`src/rtl/fetch_seq.sv`:
```
// fetch_seq: instruction fetch sequencer for the MIPS core.
// Owns the word PC. It issues one word-address request at a time to
// instruction memory and hands each fetched word to decode over valid/ready.
// Redirects from the next-PC logic discard any fetch still in flight.
// A watchdog re-issues a fetch whose response never arrives.
// Ports:
//   clk, reset                    clock, synchronous active-high reset
//   imem_req/imem_addr/imem_gnt   request channel (word address)
//   imem_rvalid/imem_rdata        response channel
//   inst_valid/inst/inst_pc       instruction to decode
//   dec_ready                     decode accepts inst
//   redirect/redirect_pc          change of fetch stream (one-cycle pulse)
//   timeout_err                   one-cycle pulse when the watchdog fires
module fetch_seq #(
  parameter logic [29:0] RESET_PC = 30'h00000C00,
  parameter int unsigned MAX_WAIT = 16
) (
  input  logic        clk,
  input  logic        reset,
  output logic        imem_req,
  output logic [29:0] imem_addr,
  input  logic        imem_gnt,
  input  logic        imem_rvalid,
  input  logic [31:0] imem_rdata,
  output logic        inst_valid,
  output logic [31:0] inst,
  output logic [29:0] inst_pc,
  input  logic        dec_ready,
  input  logic        redirect,
  input  logic [29:0] redirect_pc,
  output logic        timeout_err
);

  localparam int unsigned PC_W   = 30;
  localparam int unsigned DATA_W = 32;
  localparam int unsigned CNT_W  = 8;
  localparam logic [CNT_W-1:0] CNT_LAST = CNT_W'(MAX_WAIT - 1);

  typedef enum logic [1:0] {
    S_REQ  = 2'd0,
    S_WAIT = 2'd1,
    S_HOLD = 2'd2,
    S_DROP = 2'd3
  } state_e;

  state_e              state_q, state_d;
  logic [PC_W-1:0]     pc_q, pc_d;
  logic [CNT_W-1:0]    cnt_q, cnt_d;
  logic                req_q, req_d;
  logic                inst_valid_q, inst_valid_d;
  logic [DATA_W-1:0]   inst_q, inst_d;
  logic [PC_W-1:0]     inst_pc_q, inst_pc_d;
  logic                timeout_q, timeout_d;
  logic                granted;

  // A grant only counts while the registered request is actually on the bus.
  assign granted = (state_q == S_REQ) && req_q && imem_gnt;

  // Next-state and output computation.
  always_comb begin
    state_d      = state_q;
    pc_d         = pc_q;
    cnt_d        = cnt_q;
    inst_valid_d = inst_valid_q;
    inst_d       = inst_q;
    inst_pc_d    = inst_pc_q;
    timeout_d    = 1'b0;

    if (redirect) begin
      pc_d         = redirect_pc;
      inst_valid_d = 1'b0;
      case (state_q)
        S_REQ: begin
          // A request granted alongside the redirect is already in flight.
          if (granted) begin
            state_d = S_DROP;
            cnt_d   = '0;
          end
        end
        S_WAIT: begin
          state_d = S_DROP;
          cnt_d   = '0;
        end
        S_HOLD:  state_d = S_REQ;
        S_DROP:  cnt_d   = '0;
        default: state_d = S_REQ;
      endcase
    end else begin
      case (state_q)
        S_REQ: begin
          if (granted) begin
            state_d = S_WAIT;
            cnt_d   = '0;
          end
        end
        S_WAIT: begin
          if (imem_rvalid) begin
            inst_d       = imem_rdata;
            inst_pc_d    = pc_q;
            inst_valid_d = 1'b1;
            state_d      = S_HOLD;
          end else if (cnt_q == CNT_LAST) begin
            timeout_d = 1'b1;
            state_d   = S_DROP;
            cnt_d     = '0;
          end else begin
            cnt_d = cnt_q + CNT_W'(1);
          end
        end
        S_HOLD: begin
          if (dec_ready) begin
            pc_d         = pc_q + PC_W'(1);
            inst_valid_d = 1'b0;
            state_d      = S_REQ;
          end
        end
        S_DROP: begin
          // Drain the outstanding response, or give up after MAX_WAIT cycles.
          if (imem_rvalid || (cnt_q == CNT_LAST)) begin
            state_d = S_REQ;
          end else begin
            cnt_d = cnt_q + CNT_W'(1);
          end
        end
        default: state_d = S_REQ;
      endcase
    end

    req_d = (state_d == S_REQ);
  end

  // State and output registers.
  always_ff @(posedge clk) begin
    if (reset) begin
      state_q      <= S_REQ;
      pc_q         <= RESET_PC;
      cnt_q        <= '0;
      req_q        <= 1'b0;
      inst_valid_q <= 1'b0;
      inst_q       <= '0;
      inst_pc_q    <= '0;
      timeout_q    <= 1'b0;
    end else begin
      state_q      <= state_d;
      pc_q         <= pc_d;
      cnt_q        <= cnt_d;
      req_q        <= req_d;
      inst_valid_q <= inst_valid_d;
      inst_q       <= inst_d;
      inst_pc_q    <= inst_pc_d;
      timeout_q    <= timeout_d;
    end
  end

  assign imem_req    = req_q;
  assign imem_addr   = pc_q;
  assign inst_valid  = inst_valid_q;
  assign inst        = inst_q;
  assign inst_pc     = inst_pc_q;
  assign timeout_err = timeout_q;

endmodule
```
`config.mk`:
```
export PLATFORM = sky130hd
export DESIGN_NAME = fetch_seq
export DESIGN_NICKNAME = d
export VERILOG_FILES = /design/src/rtl/fetch_seq.sv
export SDC_FILE = /design/constraint.sdc
export NUM_CORES = 1
export LEC_CHECK = 0
export CAP_MARGIN = 0
export CELL_PAD_IN_SITES_DETAIL_PLACEMENT = 2
export CELL_PAD_IN_SITES_GLOBAL_PLACEMENT = 2
export CORE_MARGIN = 2
export CORE_UTILIZATION = 26
export CTS_CLUSTER_DIAMETER = 60
export DETAILED_ROUTE_END_ITERATION = 8
export PLACE_DENSITY = 0.9
export SLEW_MARGIN = 0
export SYNTH_ARGS = -nofsm -noshare
export SYNTH_HDL_FRONTEND = slang
export SYNTH_SLANG_ARGS = --single-unit
```
`constraint.sdc`:
```
create_clock -name clk -period 5.4 [get_ports clk]
set_input_delay 0.54 -clock clk [delete_from_list [all_inputs] [get_ports clk]]
set_output_delay 0.54 -clock clk [all_outputs]
set_load 0.005 [all_outputs]
```
==> metrics <==
mean post-synth cell area between 7 and 8 um2; initial antenna violation count 1; EDFF count, synth 0; Critical Path End Type flip-flop; fin cells between 900 and 1000; # setup viols final 0; RSZ-0062 raised after global routing no; max_cap viols 0; share of cells above drive strength 1 between 3 and 4%; # hold bufs at CTS 0; Most common cell on crit path buf_4; HP Class flip-flop to flip-flop; Port Buffer Count 162; Synth Instances roughly 560; Crit Path Max Fanout between 60 and 70; ys flop type dfxtp_1; Die W 135.5 um; Initial Util 26.26%; row count 48; nets@finish 775; commonest non-fill, non-tap cell in the layout clkdlybuf4s50_1; CP Data Required Time between 5000 and 6000 ps; routability cong. ~0.77; worst-margin pin slew roughly 920 ps; DRT Pass-1 Iters 4; PD cells approximately 260 mW/mm2; CP startpoint kind primary input; Setup Buffers After CTS 0; Final period util 52.64%; Routed Antenna Nets 0; initial drt markers 192; wire length per cell between 15 and 20 um; Tmin final approximately 2800 ps; Num CTS Buffers 9; Worst Path Arrival 3130 ps; Total Neg Setup Slack 0 ps; most frequent cells in the layout clkdlybuf4s50_1 (161), nand2_1 (147), dfxtp_1 (105); register area share after synthesis between 40% and 50%; GRT Overall Usage ~18%; placed cell count 919; Max Transition Viols Final 0; Via Count between 4000 and 5000; die area between 0.015 and 0.02 mm2; cell area after synthesis 0.004496 mm2; Clock Sinks roughly 110; Routed WL roughly 17000 um; Yosys reg bits 105; maximum vdd drop approximately 150 uV; DRC viols 0; Worst Path Buf+Inv 4; Slowest-stage cell, CP buf_4; number of global-route vias before repair about 5100; clock buffer depth 2; Max stage delay on crit path between 500 and 600 ps; Worst Skew around 11 ps; final hold vios 0; Max Freq between 300 and 400 MHz; Pleak ~2.3 nW; CP Cell Sequence clkdlybuf4s50_1 -> buf_4 -> inv_1 -> nand2b_2 -> buf_4 -> nand2_1 -> a21oi_1; area grow syn2layout 47.12%; first-pass GRT wire length approximately 27000 um; Remaining Overflow, GRT 0; Die Ht roughly 140 um; DR vias/cell between 4 and 5; post-synth cell types 47; CTS clk-pin slew, worst paths ~70 ps; net count after synthesis 632; H-tree levels 3; Yosys warning count 0; clock root buffer clkbuf_16; clock latency at the later pin of the worst-skew pair between 300 and 400 ps; Top Family by Delay on Critical Path buffers and inverters; Core ar. 0.01712 mm2; fraction of registers with async set/reset 0%; DPL Wire Length approximately 12000 um; largest net degree at the start of global routing 63; status complete, no violations; Top Ports between 150 and 200; flop-to-flop setup slack approximately 3100 ps; CTS tree yes; post_cts resized 0; kind of critical path primary input to flip-flop; slew margin rel. around 39%
==> report_power, final <==
group	internal (W)	total, W	switching, W
combinational	0.000114	0.000203	0.0000891
sequential	0.000799	0.000836	0.0000373
clock	0.000411	0.000706	0.000295
==> kinds of logic (layout without fill, tap and decap cells) <==
kind of cell	Yosys count	count (layout)	synth area share, %
buffers and inverters	46	191	3.924
AO/OA/AOI/OAI	123	123	15.81
other	0	1	0
adder cells (fa/ha/maj)	2	2	0.5565
XOR/XNOR	25	25	4.871
multiplexers	7	7	1.559
flip-flops	105	105	46.76
AND/OR/NAND/NOR	254	254	26.52
==> cell type report <==
cell class / instances / area [um2]
well taps: 225 / 281.5
repair buffers: 166 / 1649
multi-input cells: 411 / 2227
diodes: 1 / 2.502
clock buffers: 10 / 239.0
inverters: 12 / 45.04
flip-flops and latches: 105 / 2102
fillers: 1890 / 10500
clock inverters: 3 / 67.56
==> routing by layer <==
metal	share of wire, %	global-route usage, %	vias to the layer above
li1	-	-	2198
met1	43	21.57	2275
met2	52	33.98	102
met3	3.9	3.030	12
met4	1.5	6.424	0
met5	0	0	-
==> flip-flops by register name, indices dropped and copies added (netlist names) <==
| register | cells |
|---|---|
| inst | 32 |
| imem_addr | 30 |
| imem_req | 1 |
| inst_pc | 30 |
| inst_valid | 1 |
| timeout_err | 1 |
| state_q | 2 |
| cnt_q | 8 |
==> cell usage after synthesis, drive strengths merged (4+ instances only) <==
cell type | number | area [um2]
nor4 | 5 | 46.29
clkbuf | 31 | 117.6
nand3 | 11 | 55.05
and3 | 9 | 60.06
dfxtp | 105 | 2102
mux2i | 7 | 70.07
nand4 | 15 | 115.1
nor3 | 7 | 40.04
xnor2 | 13 | 113.9
a211oi | 6 | 45.04
o21ai | 8 | 40.04
a21oi | 81 | 405.4
nand2b | 4 | 25.02
a31oi | 5 | 31.28
nor2 | 36 | 135.1
xor2 | 12 | 105.1
o21a | 9 | 67.56
nand2 | 147 | 551.8
inv | 12 | 45.04
==> per-stage QoR <==
step           power [W]  cell area [um2]  hold WS (ps)  util, %  setup slack [ps]
3_3_place_gp    0.001046             6305         440.6    36.83              2322
3_5_place_dp    0.001059             6305         456.3    36.83              2097
4_1_cts         0.001772             6611         465.4    38.63              2473
6_report        0.001745             6614         460.3    38.64              2557
2_1_floorplan  0.0009256             4496         452.2        -              3513
5_1_grt         0.001813             6611         486.3    38.63              2344
==> final timing paths <==
path	start	end	cells after the start
worst max-delay path	redirect	inst[19]	7
worst min-delay path	inst[18]	inst[18]	2
worst max register to register	imem_addr[1]	imem_addr[22]	6
worst min register to register	inst[18]	inst[18]	2
==> worst register-to-register path: stages (launching register included) <==
cell and delay (ps):
dfxtp_1 470, ha_1 290, nand2_1 170, nor4b_4 480
nand4_2 190, or3_1 330, a311oi_1 250
Note: power is estimated with default switching activity, not from simulation.
